$ cat src/rtl/tlight_lamp_monitor_pkg.sv
// Shared lamp encodings, fault codes and lane indices for the lamp monitor.
package tlight_pkg;

    localparam logic [2:0] LAMP_R = 3'b100;
    localparam logic [2:0] LAMP_Y = 3'b010;
    localparam logic [2:0] LAMP_G = 3'b001;

    typedef enum logic [2:0] {
        F_NONE     = 3'd0,
        F_ENC      = 3'd1,
        F_CONFLICT = 3'd2,
        F_SEQ      = 3'd3,
        F_SHORT_Y  = 3'd4,
        F_SHORT_G  = 3'd5,
        F_STUCK    = 3'd6
    } fault_e;

    typedef enum logic [1:0] {
        L_M1 = 2'd0,
        L_M2 = 2'd1,
        L_MT = 2'd2,
        L_S  = 2'd3
    } lane_e;

    // A lamp bus is legal only when exactly one of R, Y, G is lit.
    function automatic logic lamp_legal(input logic [2:0] v);
        return (v == LAMP_R) || (v == LAMP_Y) || (v == LAMP_G);
    endfunction

    // Lowest-numbered lane flagged in a per-lane vector.
    function automatic lane_e lowest_lane(input logic [3:0] v);
        if (v[0])      return L_M1;
        else if (v[1]) return L_M2;
        else if (v[2]) return L_MT;
        else           return L_S;
    endfunction

endpackage

$ cat src/rtl/tlight_lamp_monitor_if.sv
// Lamp buses from the intersection controller plus the monitor's fault/status outputs.
interface tlight_lamp_monitor_if #(
    parameter int CNT_W = 16
);
    logic [2:0]       m1;
    logic [2:0]       m2;
    logic [2:0]       mt;
    logic [2:0]       s;
    logic             clr;
    logic             fault;
    logic [2:0]       fault_code;
    logic [1:0]       fault_lane;
    logic [CNT_W-1:0] cycle_cnt;

    modport master (
        output m1, m2, mt, s, clr,
        input  fault, fault_code, fault_lane, cycle_cnt
    );

    modport slave (
        input  m1, m2, mt, s, clr,
        output fault, fault_code, fault_lane, cycle_cnt
    );
endinterface

$ cat src/rtl/tlight_lamp_monitor_lane_chk.sv
// Per-lane checker: encoding, transition legality and minimum phase durations.
module tlight_lane_chk
    import tlight_pkg::*;
#(
    parameter int TW      = 8,
    parameter int MIN_GRN = 5,
    parameter int MIN_YEL = 2
) (
    input  logic       clk,
    input  logic       rst_n,
    input  logic [2:0] lamp_i,
    output logic       enc_err_o,
    output logic       seq_err_o,
    output logic       short_y_o,
    output logic       short_g_o,
    output logic       active_o,
    output logic       changed_o,
    output logic       y2r_o
);

    logic [2:0]    prev_q, prev_d;
    logic [TW-1:0] dur_q, dur_d;
    logic [2:0]    cur;
    logic          r2g, g2y, y2r;

    // Classify the current sample against the stored previous state.
    always_comb begin
        enc_err_o = !lamp_legal(lamp_i);
        // An illegal bus is treated as red so later transitions are judged from a safe state.
        cur       = enc_err_o ? LAMP_R : lamp_i;
        changed_o = (cur != prev_q);
        r2g       = (prev_q == LAMP_R) && (cur == LAMP_G);
        g2y       = !enc_err_o && (prev_q == LAMP_G) && (cur == LAMP_Y);
        y2r       = !enc_err_o && (prev_q == LAMP_Y) && (cur == LAMP_R);
        active_o  = !enc_err_o && ((cur == LAMP_G) || (cur == LAMP_Y));
        seq_err_o = !enc_err_o && changed_o && !(r2g || g2y || y2r);
        short_y_o = y2r && (dur_q < TW'(MIN_YEL));
        short_g_o = g2y && (dur_q < TW'(MIN_GRN));
        y2r_o     = y2r;
        prev_d    = cur;
        if (changed_o)
            dur_d = TW'(1);
        else if (dur_q != {TW{1'b1}})
            dur_d = dur_q + TW'(1);
        else
            dur_d = dur_q;
    end

    // Previous lamp state and saturating time-in-state counter.
    always_ff @(posedge clk or negedge rst_n) begin
        if (!rst_n) begin
            prev_q <= LAMP_R;
            dur_q  <= '0;
        end else begin
            prev_q <= prev_d;
            dur_q  <= dur_d;
        end
    end

endmodule

$ cat src/rtl/tlight_lamp_monitor.sv
// Lamp bus monitor: per-lane checks, conflict matrix, watchdog, first-fault latch and side-cycle counter.
module tlight_lamp_monitor
    import tlight_pkg::*;
#(
    parameter int MIN_GRN = 5,
    parameter int MIN_YEL = 2,
    parameter int WDOG    = 60,
    parameter int TW      = 8,
    parameter int CNT_W   = 16
) (
    input logic                 clk,
    input logic                 r,
    tlight_lamp_monitor_if.slave bus
);

    localparam int WD_W = $clog2(WDOG + 1);

    logic [2:0] lamp [4];
    logic [3:0] enc_err, seq_err, short_y, short_g, active, changed, y2r;
    logic [3:0] conflict;
    logic       any_change, stuck, new_flt;
    fault_e     code_n;
    lane_e      lane_n;

    logic             fault_q, fault_d;
    fault_e           code_q, code_d;
    lane_e            lane_q, lane_d;
    logic [CNT_W-1:0] cnt_q, cnt_d;
    logic [WD_W-1:0]  wdog_q, wdog_d;

    // Only the side road's Y->R transition closes a counted cycle.
    logic unused_y2r;
    assign unused_y2r = ^y2r[2:0];

    assign lamp[0] = bus.m1;
    assign lamp[1] = bus.m2;
    assign lamp[2] = bus.mt;
    assign lamp[3] = bus.s;

    for (genvar g = 0; g < 4; g++) begin : g_lane
        tlight_lane_chk #(
            .TW      (TW),
            .MIN_GRN (MIN_GRN),
            .MIN_YEL (MIN_YEL)
        ) u_chk (
            .clk       (clk),
            .rst_n     (r),
            .lamp_i    (lamp[g]),
            .enc_err_o (enc_err[g]),
            .seq_err_o (seq_err[g]),
            .short_y_o (short_y[g]),
            .short_g_o (short_g[g]),
            .active_o  (active[g]),
            .changed_o (changed[g]),
            .y2r_o     (y2r[g])
        );
    end

    // Conflicts, watchdog and priority selection of this cycle's fault.
    always_comb begin
        // s clashes with any main lane; mt clashes with m2. Conflicts involving s are blamed on s.
        conflict   = {active[3] & (|active[2:0]), active[2] & active[1], 2'b00};
        any_change = |changed;
        // Fires once, on the sample that brings the idle count up to WDOG.
        stuck      = !any_change && (wdog_q == WD_W'(WDOG - 1));
        if (any_change)
            wdog_d = '0;
        else if (wdog_q != WD_W'(WDOG))
            wdog_d = wdog_q + WD_W'(1);
        else
            wdog_d = wdog_q;

        new_flt = 1'b1;
        code_n  = F_NONE;
        lane_n  = L_M1;
        if (|enc_err) begin
            code_n = F_ENC;
            lane_n = lowest_lane(enc_err);
        end else if (|conflict) begin
            code_n = F_CONFLICT;
            lane_n = lowest_lane(conflict);
        end else if (|seq_err) begin
            code_n = F_SEQ;
            lane_n = lowest_lane(seq_err);
        end else if (|short_y) begin
            code_n = F_SHORT_Y;
            lane_n = lowest_lane(short_y);
        end else if (|short_g) begin
            code_n = F_SHORT_G;
            lane_n = lowest_lane(short_g);
        end else if (stuck) begin
            code_n = F_STUCK;
            lane_n = L_M1;
        end else begin
            new_flt = 1'b0;
        end
    end

    // First-fault latch (a fresh fault beats clr) and side-cycle counter next state.
    always_comb begin
        fault_d = fault_q;
        code_d  = code_q;
        lane_d  = lane_q;
        if (new_flt && (!fault_q || bus.clr)) begin
            fault_d = 1'b1;
            code_d  = code_n;
            lane_d  = lane_n;
        end else if (bus.clr) begin
            fault_d = 1'b0;
            code_d  = F_NONE;
            lane_d  = L_M1;
        end
        cnt_d = cnt_q + CNT_W'(y2r[3]);
    end

    // Registered status outputs and watchdog.
    always_ff @(posedge clk or negedge r) begin
        if (!r) begin
            fault_q <= 1'b0;
            code_q  <= F_NONE;
            lane_q  <= L_M1;
            cnt_q   <= '0;
            wdog_q  <= '0;
        end else begin
            fault_q <= fault_d;
            code_q  <= code_d;
            lane_q  <= lane_d;
            cnt_q   <= cnt_d;
            wdog_q  <= wdog_d;
        end
    end

    assign bus.fault      = fault_q;
    assign bus.fault_code = code_q;
    assign bus.fault_lane = lane_q;
    assign bus.cycle_cnt  = cnt_q;

endmodule
$ cat src/flat_wrapper.sv
// flat-port wrapper written by rule: the top's interface ports become plain ports
module tlight_lamp_monitor_flat import tlight_pkg::*;
#(
    parameter int MIN_GRN = 5,
    parameter int MIN_YEL = 2,
    parameter int WDOG    = 60,
    parameter int TW      = 8,
    parameter int CNT_W   = 16
)
  (clk, r, bus_m1, bus_m2, bus_mt, bus_s, bus_clr, bus_fault, bus_fault_code, bus_fault_lane, bus_cycle_cnt);
  tlight_lamp_monitor_if #(.CNT_W(CNT_W)) bus_i ();
  input logic clk;
  input logic r;
  input wire logic [$bits(bus_i.m1)-1:0] bus_m1;
  input wire logic [$bits(bus_i.m2)-1:0] bus_m2;
  input wire logic [$bits(bus_i.mt)-1:0] bus_mt;
  input wire logic [$bits(bus_i.s)-1:0] bus_s;
  input wire logic [$bits(bus_i.clr)-1:0] bus_clr;
  output wire logic [$bits(bus_i.fault)-1:0] bus_fault;
  output wire logic [$bits(bus_i.fault_code)-1:0] bus_fault_code;
  output wire logic [$bits(bus_i.fault_lane)-1:0] bus_fault_lane;
  output wire logic [$bits(bus_i.cycle_cnt)-1:0] bus_cycle_cnt;
  assign bus_i.m1 = bus_m1;
  assign bus_i.m2 = bus_m2;
  assign bus_i.mt = bus_mt;
  assign bus_i.s = bus_s;
  assign bus_i.clr = bus_clr;
  assign bus_fault = bus_i.fault;
  assign bus_fault_code = bus_i.fault_code;
  assign bus_fault_lane = bus_i.fault_lane;
  assign bus_cycle_cnt = bus_i.cycle_cnt;
  tlight_lamp_monitor #(.MIN_GRN(MIN_GRN), .MIN_YEL(MIN_YEL), .WDOG(WDOG), .TW(TW), .CNT_W(CNT_W)) u_core (.clk(clk), .r(r), .bus(bus_i));
endmodule
$ cat config.mk
export PLATFORM = sky130hd
export DESIGN_NAME = tlight_lamp_monitor_flat
export DESIGN_NICKNAME = d
export VERILOG_FILES = /design/src/rtl/tlight_lamp_monitor_pkg.sv /design/src/rtl/tlight_lamp_monitor_if.sv /design/src/rtl/tlight_lamp_monitor_lane_chk.sv /design/src/rtl/tlight_lamp_monitor.sv /design/src/flat_wrapper.sv
export SDC_FILE = /design/constraint.sdc
export NUM_CORES = 1
export LEC_CHECK = 0
export BUFFER_PORTS_ARGS = -buffer_cell sky130_fd_sc_hd__clkbuf_2
export CAP_MARGIN = 0
export CORE_AREA = 2 2 89 99
export CTS_CLUSTER_DIAMETER = 80
export CTS_CLUSTER_SIZE = 10
export DETAILED_ROUTE_END_ITERATION = 12
export DIE_AREA = 0 0 91 101
export GPL_TIMING_DRIVEN = 0
export PLACE_DENSITY_LB_ADDON = 0.05
export SYNTH_ARGS = -nofsm -noshare
export SYNTH_HDL_FRONTEND = slang
export SYNTH_SLANG_ARGS = --single-unit
$ cat constraint.sdc
create_clock -name clk -period 3.21 [get_ports clk]
set_input_delay 0.642 -clock clk [delete_from_list [all_inputs] [get_ports clk]]
set_output_delay 0.642 -clock clk [all_outputs]
set_load 0.02 [all_outputs]
* Yosys cells after proc, flatten, opt, wreduce, memory -nomap -nowiden
Cells that the tools add are included.
** Cells by class
- Add/subtract/negate cells :: 6
- $lt $le $gt $ge :: 8
- Eq/ne operators :: 46
- Multiplexer cells :: 50
- Bitwise gates (word level) :: 2
- Reduce and logical (&&, ||, !) cells :: 86
** Operators by type and width (count)
- 2-to-1 mux 8 bit :: 8
- logical AND 1 bit :: 42
- == test 3 x 1 -> 1 bit (second input constant) :: 12
- == test 3 x 2 -> 1 bit (second input constant) :: 12
- == test 3 bit (second input constant) :: 12
- 2-to-1 mux 3 bit :: 12
- adder 8 x 1 -> 8 bit (second input constant) :: 4
- < comparator 8 x 2 -> 1 bit (second input constant) :: 4
- < comparator 8 x 3 -> 1 bit (second input constant) :: 4
- != test 8 bit (second input constant) :: 4
- 2-to-1 mux 2 bit :: 15
- logical OR 1 bit :: 21
- OR reduction 4 bit :: 5
- adder 16 x 1 -> 16 bit :: 1
- 2-to-1 mux 1 bit :: 13
- 2-to-1 mux 6 bit :: 2
- != test 3 bit :: 4
- nonzero test 2 bit :: 6
- zero test 1 bit :: 10
- adder 6 x 1 -> 6 bit (second input constant) :: 1
- == test 6 bit (second input constant) :: 1
- != test 6 bit (second input constant) :: 1
- OR reduction 3 bit :: 1
- bitwise AND 1 bit :: 2
- OR reduction 2 bit :: 1
** Word-level totals
- Bits in registers :: 72
- Input port bits :: 15
- Output and inout bits :: 22
- Logic and storage cells :: 211

* Depth between registers and ports, before layout
- Depth after elaboration :: 17
- Depth in mapped cells :: 9
- Mapped depth without buffers :: 9

* By module
A second synthesis with hierarchy kept.
** Unflattened totals
- Cell total of the unflattened synthesis :: 473
- Area total of the unflattened synthesis :: 4550.6 um2
** Modules (own cells, without submodules)
- tlight_lane_chk :: times used 4, cells each 81, area each 768.2 um2, sequential area each 276.5 um2
- tlight_lamp_monitor :: times used 1, cells each 149, area each 1477.7 um2, sequential area each 700.7 um2

* Worst setup path after synthesis
Ideal clock, no wire load.
- Path type :: input port to flip-flop
- Start point :: in bus_s[2]
- End point :: reg u_core.code_q[1] (netlist: u_core.bus.fault_code[1])
- Setup time :: 0.125 ns
- Arrival time :: 2.461 ns
- Data required time :: 3.085 ns
- Setup slack :: 0.624 ns
- Cell stages on the path :: 8
- Buffers on the path :: 1
- Cell sequence :: buf_2 > nand2b_1 > nor4_1 > and3_1 > or4b_4 > a211o_1 > o21ai_4 > mux2_4
** Between the ends
- Word-level cells in the longest chain between the ends :: 16
- Elaborated cells on any way between the ends :: 49
- Those cells by class :: eq/ne (7); mux (14); bitwise (1); reduce/logical (27)
** Ends and longest elaborated chain
- start: declaration :: line flat_wrapper.sv:17 : input wire logic [$bits(bus_i.s)-1:0] bus_s;
- == test 3 bit or == test 3 x 2 -> 1 bit (tied branches) :: line tlight_lamp_monitor_pkg.sv:27 : return (v == LAMP_R) || (v == LAMP_Y) || (v == LAMP_G);
- logical OR 1 bit (2 in series) :: line tlight_lamp_monitor_pkg.sv:27
- 2-to-1 mux 3 bit :: line tlight_lamp_monitor_lane_chk.sv:30 : cur = enc_err_o ? LAMP_R : lamp_i;
- != test 3 bit (tied with other cells) :: line tlight_lamp_monitor_lane_chk.sv:31 : changed_o = (cur != prev_q);
- OR reduction 4 bit (tied with other cells) :: line tlight_lamp_monitor.sv:63 : any_change = |changed;
- zero test 1 bit or logical OR 1 bit (tied branches) :: line tlight_lamp_monitor.sv:65, tlight_lamp_monitor_lane_chk.sv:36
- logical AND 1 bit or logical OR 1 bit (tied branches) :: line tlight_lamp_monitor.sv:65, tlight_lamp_monitor_lane_chk.sv:36
- 2-to-1 mux 1 bit or zero test 1 bit (tied branches) :: line tlight_lamp_monitor.sv:91, tlight_lamp_monitor_lane_chk.sv:36
- 2-to-1 mux 1 bit or logical AND 1 bit (tied branches) :: line tlight_lamp_monitor.sv:88, tlight_lamp_monitor_lane_chk.sv:36
- 2-to-1 mux 1 bit or OR reduction 4 bit (tied branches) :: line tlight_lamp_monitor.sv:85, tlight_lamp_monitor.sv:82
- 2-to-1 mux 1 bit :: line tlight_lamp_monitor.sv:82 : end else if (|seq_err) begin
- 2-to-1 mux 1 bit :: line tlight_lamp_monitor.sv:79 : end else if (|conflict) begin
- 2-to-1 mux 1 bit :: line tlight_lamp_monitor.sv:76 : if (|enc_err) begin
- logical AND 1 bit :: line tlight_lamp_monitor.sv:104 : if (new_flt && (!fault_q || bus.clr)) begin
- 2-to-1 mux 3 bit or nonzero test 2 bit (tied branches)
- end signal: assignment :: line tlight_lamp_monitor.sv:126 : code_q <= code_d;
- end: declaration :: line tlight_lamp_monitor.sv:26 : fault_e code_q, code_d;
Parallel ways exist; a longest one is shown, timed or not.
A chain may end at the register's enable or synchronous reset.

* Worst setup path after layout
- Start point :: reg u_core.g_lane[3].u_chk.prev_q[2]
- End point :: reg u_core.code_q[1] (netlist: u_core.bus.fault_code[1])
** Between the ends
- Word-level cells in the longest chain between the ends :: 13
- Elaborated cells on any way between the ends :: 37
- Those cells by class :: eq/ne (4); mux (13); reduce/logical (20)
** Ends and longest elaborated chain
- start: declaration :: line tlight_lamp_monitor_lane_chk.sv:21 : logic [2:0] prev_q, prev_d;
- start signal: assignment :: line tlight_lamp_monitor_lane_chk.sv:55 : prev_q <= prev_d;
- branches (longest 13 deep; another with OR reduction 4 bit)
Several ways; the timed one is not identified.

==> metrics <==
highest layer used for signal routing met4; asr flop ratio synth 100%; number of synthesized flops with an enable pin 0; IO Count 37; portion of netlist area occupied by mux cells 1.53%; most common flop cell mapped by yosys dfrtp_1; Worst-Margin Slew 0.619 ns; Synth Area in XOR/XNOR 8.65%; Synth Register Bits 72; FP Rows 35; Ys Warns 0; Post-Synth Simple-Gate Area 29.0%; largest family of logic cells by synthesized area simple AND/OR/NAND/NOR gates; ANT cells 0; Residual DRC 0; R2R setup slack 0.63 ns; IO buf count 25; Core Area 8230 sq um; Via density 5.59; wire per inst 13.6 um; number of setup buffers added after CTS 0; clock skew 0.00888 ns; relative slew slack 58.4%; CTS Buf Count 9; Layout area overhead 12.4%; status complete, no violations; Cell Count, Final, Fillers Out 620; final hold viol count 0; RSZ-0062 raised after global routing false; Clk Latency, worst-skew pair 0.34 ns; Synth Area per Inst 9.10 sq um; drt first pass iters 4; Final Wtd Congestion 0.830; total congestion overflow 0; largest net degree at the start of global routing 40; mapped cell area 4250 sq um; clock root buffer clkbuf_8; Die Y 101 um; most common cell after layout, fill and taps aside dfrtp_1; min Tclk post-route 2.58 ns; die area 9190 sq um; CTS Buffer Depth 2; max cap viols 0; Die W 91 um; vias in the first global route 3141; layout cells sized above 1 13.2%; post-synthesis compound-gate area fraction 11.8%; P_leak 2.15 nW; sequential share of the synthesized area 42.5%; post-synthesis cell type count 56; clk sink count 72; largest area contributor in the netlist dfrtp_1; Req. time, crit path 3.43 ns; post-route ant nets 0; met3 WL 208 um; WL met1 4210 um; Power per Cell Area 457 nW/um^2; H-tree lvl count 3; Mapped Cells 467; TNS Setup 0 ns; via count 3464; starting DRC count in detailed routing 102; clk slew on worst S/H paths 0.08 ns; Hold Crit Class primary input to asynchronous set/reset pin; CTS tree built; final worst-path cycle share 80.5%; Peak supply drop 0.263 mV; hold buffers post-CTS 0; Worst Setup End Kind flip-flop; Final setup viols 0; CP Class flip-flop to flip-flop; total wire length 8450 um; Fmax 387 MHz; Initial Util 51.6%; Worst EP arrival 2.80 ns; Final HPWL DP 6160 um; gr usage total 19.2%; CP Launch Type flip-flop; DR WL met2 3910 um; Final Util 58.0%; fin. max-slew vios 0; CP max FO 6; initial antenna violation count 0; global-route wire length before repair 14500 um; most area-consuming cells after synthesis dfrtp_1 40%, nor2_1 5.8%, xnor2_1 4.9%; FILL cells 791; placed cells 604; total chip power 2.19 mW; cts repair resizes 0; nets@finish 530; area share of the largest cell type after synthesis 40.0%; most frequent cells in the layout 68 x dfrtp_1, 66 x nor2_1, 33 x nand3_1; area share of fa/ha/maj cells after synthesis 3.24%; synthesized net count 493
-- metrics by stage --
stage / hold WS [ns] / cell area [sq um] / setup slack [ns]
floorplan: 0.346 / 4250 / 0.624
global placement: 0.461 / 4520 / 0.350
detailed placement: 0.464 / 4540 / 0.342
CTS: 0.290 / 4780 / 0.625
global route: 0.304 / 4780 / 0.539
finish: 0.282 / 4780 / 0.626
-- worst paths after layout --
kind                                                   from                          endpoint  depth (start not counted)
setup / recovery           u_core.g_lane[3].u_chk.prev_q[2]          u_core.bus.fault_code[1]                          7
hold / removal                                            r           u_core.bus.cycle_cnt[8]                          1
setup reg to reg           u_core.g_lane[3].u_chk.prev_q[2]          u_core.bus.fault_code[1]                          7
hold reg to reg                    u_core.bus.cycle_cnt[15]          u_core.bus.cycle_cnt[15]                          1
max in group asynchronous                                 r  u_core.g_lane[1].u_chk.prev_q[2]                          2
min in group clk                   u_core.bus.cycle_cnt[15]          u_core.bus.cycle_cnt[15]                          1
-- metal layers --
| layer | track usage, % | vias up |
|---|---|---|
| li1 | - | 1729 |
| met1 | 25.9 | 1667 |
| met2 | 32.0 | 57 |
| met3 | 2.92 | 11 |
| met4 | 6.64 | 0 |
| met5 | 0 | - |
-- Yosys cell counts (all sizes together) (4+ instances only) --
| cell type | count |
|---|---|
| a31oi | 7 |
| mux2i | 5 |
| nand2 | 26 |
| nor4b | 6 |
| o22ai | 4 |
| and2 | 4 |
| inv | 15 |
| o21a | 4 |
| nand3 | 33 |
| and3 | 19 |
| a21oi | 18 |
| nor2 | 66 |
| xnor2 | 24 |
| dfstp | 4 |
| nor4 | 4 |
| and3b | 4 |
| nand4 | 9 |
| nand2b | 17 |
| dfrtp | 68 |
| nor2b | 4 |
| a211oi | 8 |
| xor2 | 18 |
| o21ai | 21 |
| nor3 | 9 |
| nor3b | 14 |
| buf | 12 |
| ha | 11 |
-- registers in the layout, summed over array words and instances (netlist names) --
| register | cells |
|---|---|
| u_core.g_lane.u_chk.prev_q | 12 |
| u_core.bus.fault_lane | 2 |
| u_core.wdog_q | 6 |
| u_core.bus.cycle_cnt | 16 |
| u_core.g_lane.u_chk.dur_q | 32 |
| u_core.bus.fault | 1 |
| u_core.bus.fault_code | 3 |
-- critical path, stage by stage (launching register included) --
cell and delay (ns):
dfstp_2 0.59, nand2b_1 0.12, nor4_1 0.08, and3_1 0.19, or4b_4 0.55, a211o_1 0.38
o21ai_4 0.24, mux2_4 0.32
-- kinds of logic (layout without fill, tap and decap cells) --
kind of cell    count (synthesis)  count (layout)
simple gates                  228             228
flops                          72              72
xor+xnor                       42              42
buf+inv                        31              73
mux                             6               6
fa+ha+maj                      11              11
compound gates                 77              77
-- layout make-up --
type                       count  area [sq um]  area share, %
clock buffer                  12           165           3.46
buffer                        15          77.6           1.62
tap                          111           139           2.91
inverter                      16          60.1           1.26
multi-input combinational    364          2310           48.3
clock inverter                 4          75.1           1.57
timing repair buffer          26           148           3.09
sequential                    72          1810           37.8
-- power breakdown --
group          total, mW  internal [mW]  switching, mW
clock network      0.843          0.502          0.342
logic              0.315          0.129          0.187
registers           1.03          0.959         0.0681
Note: power is estimated with default switching activity, not from simulation.
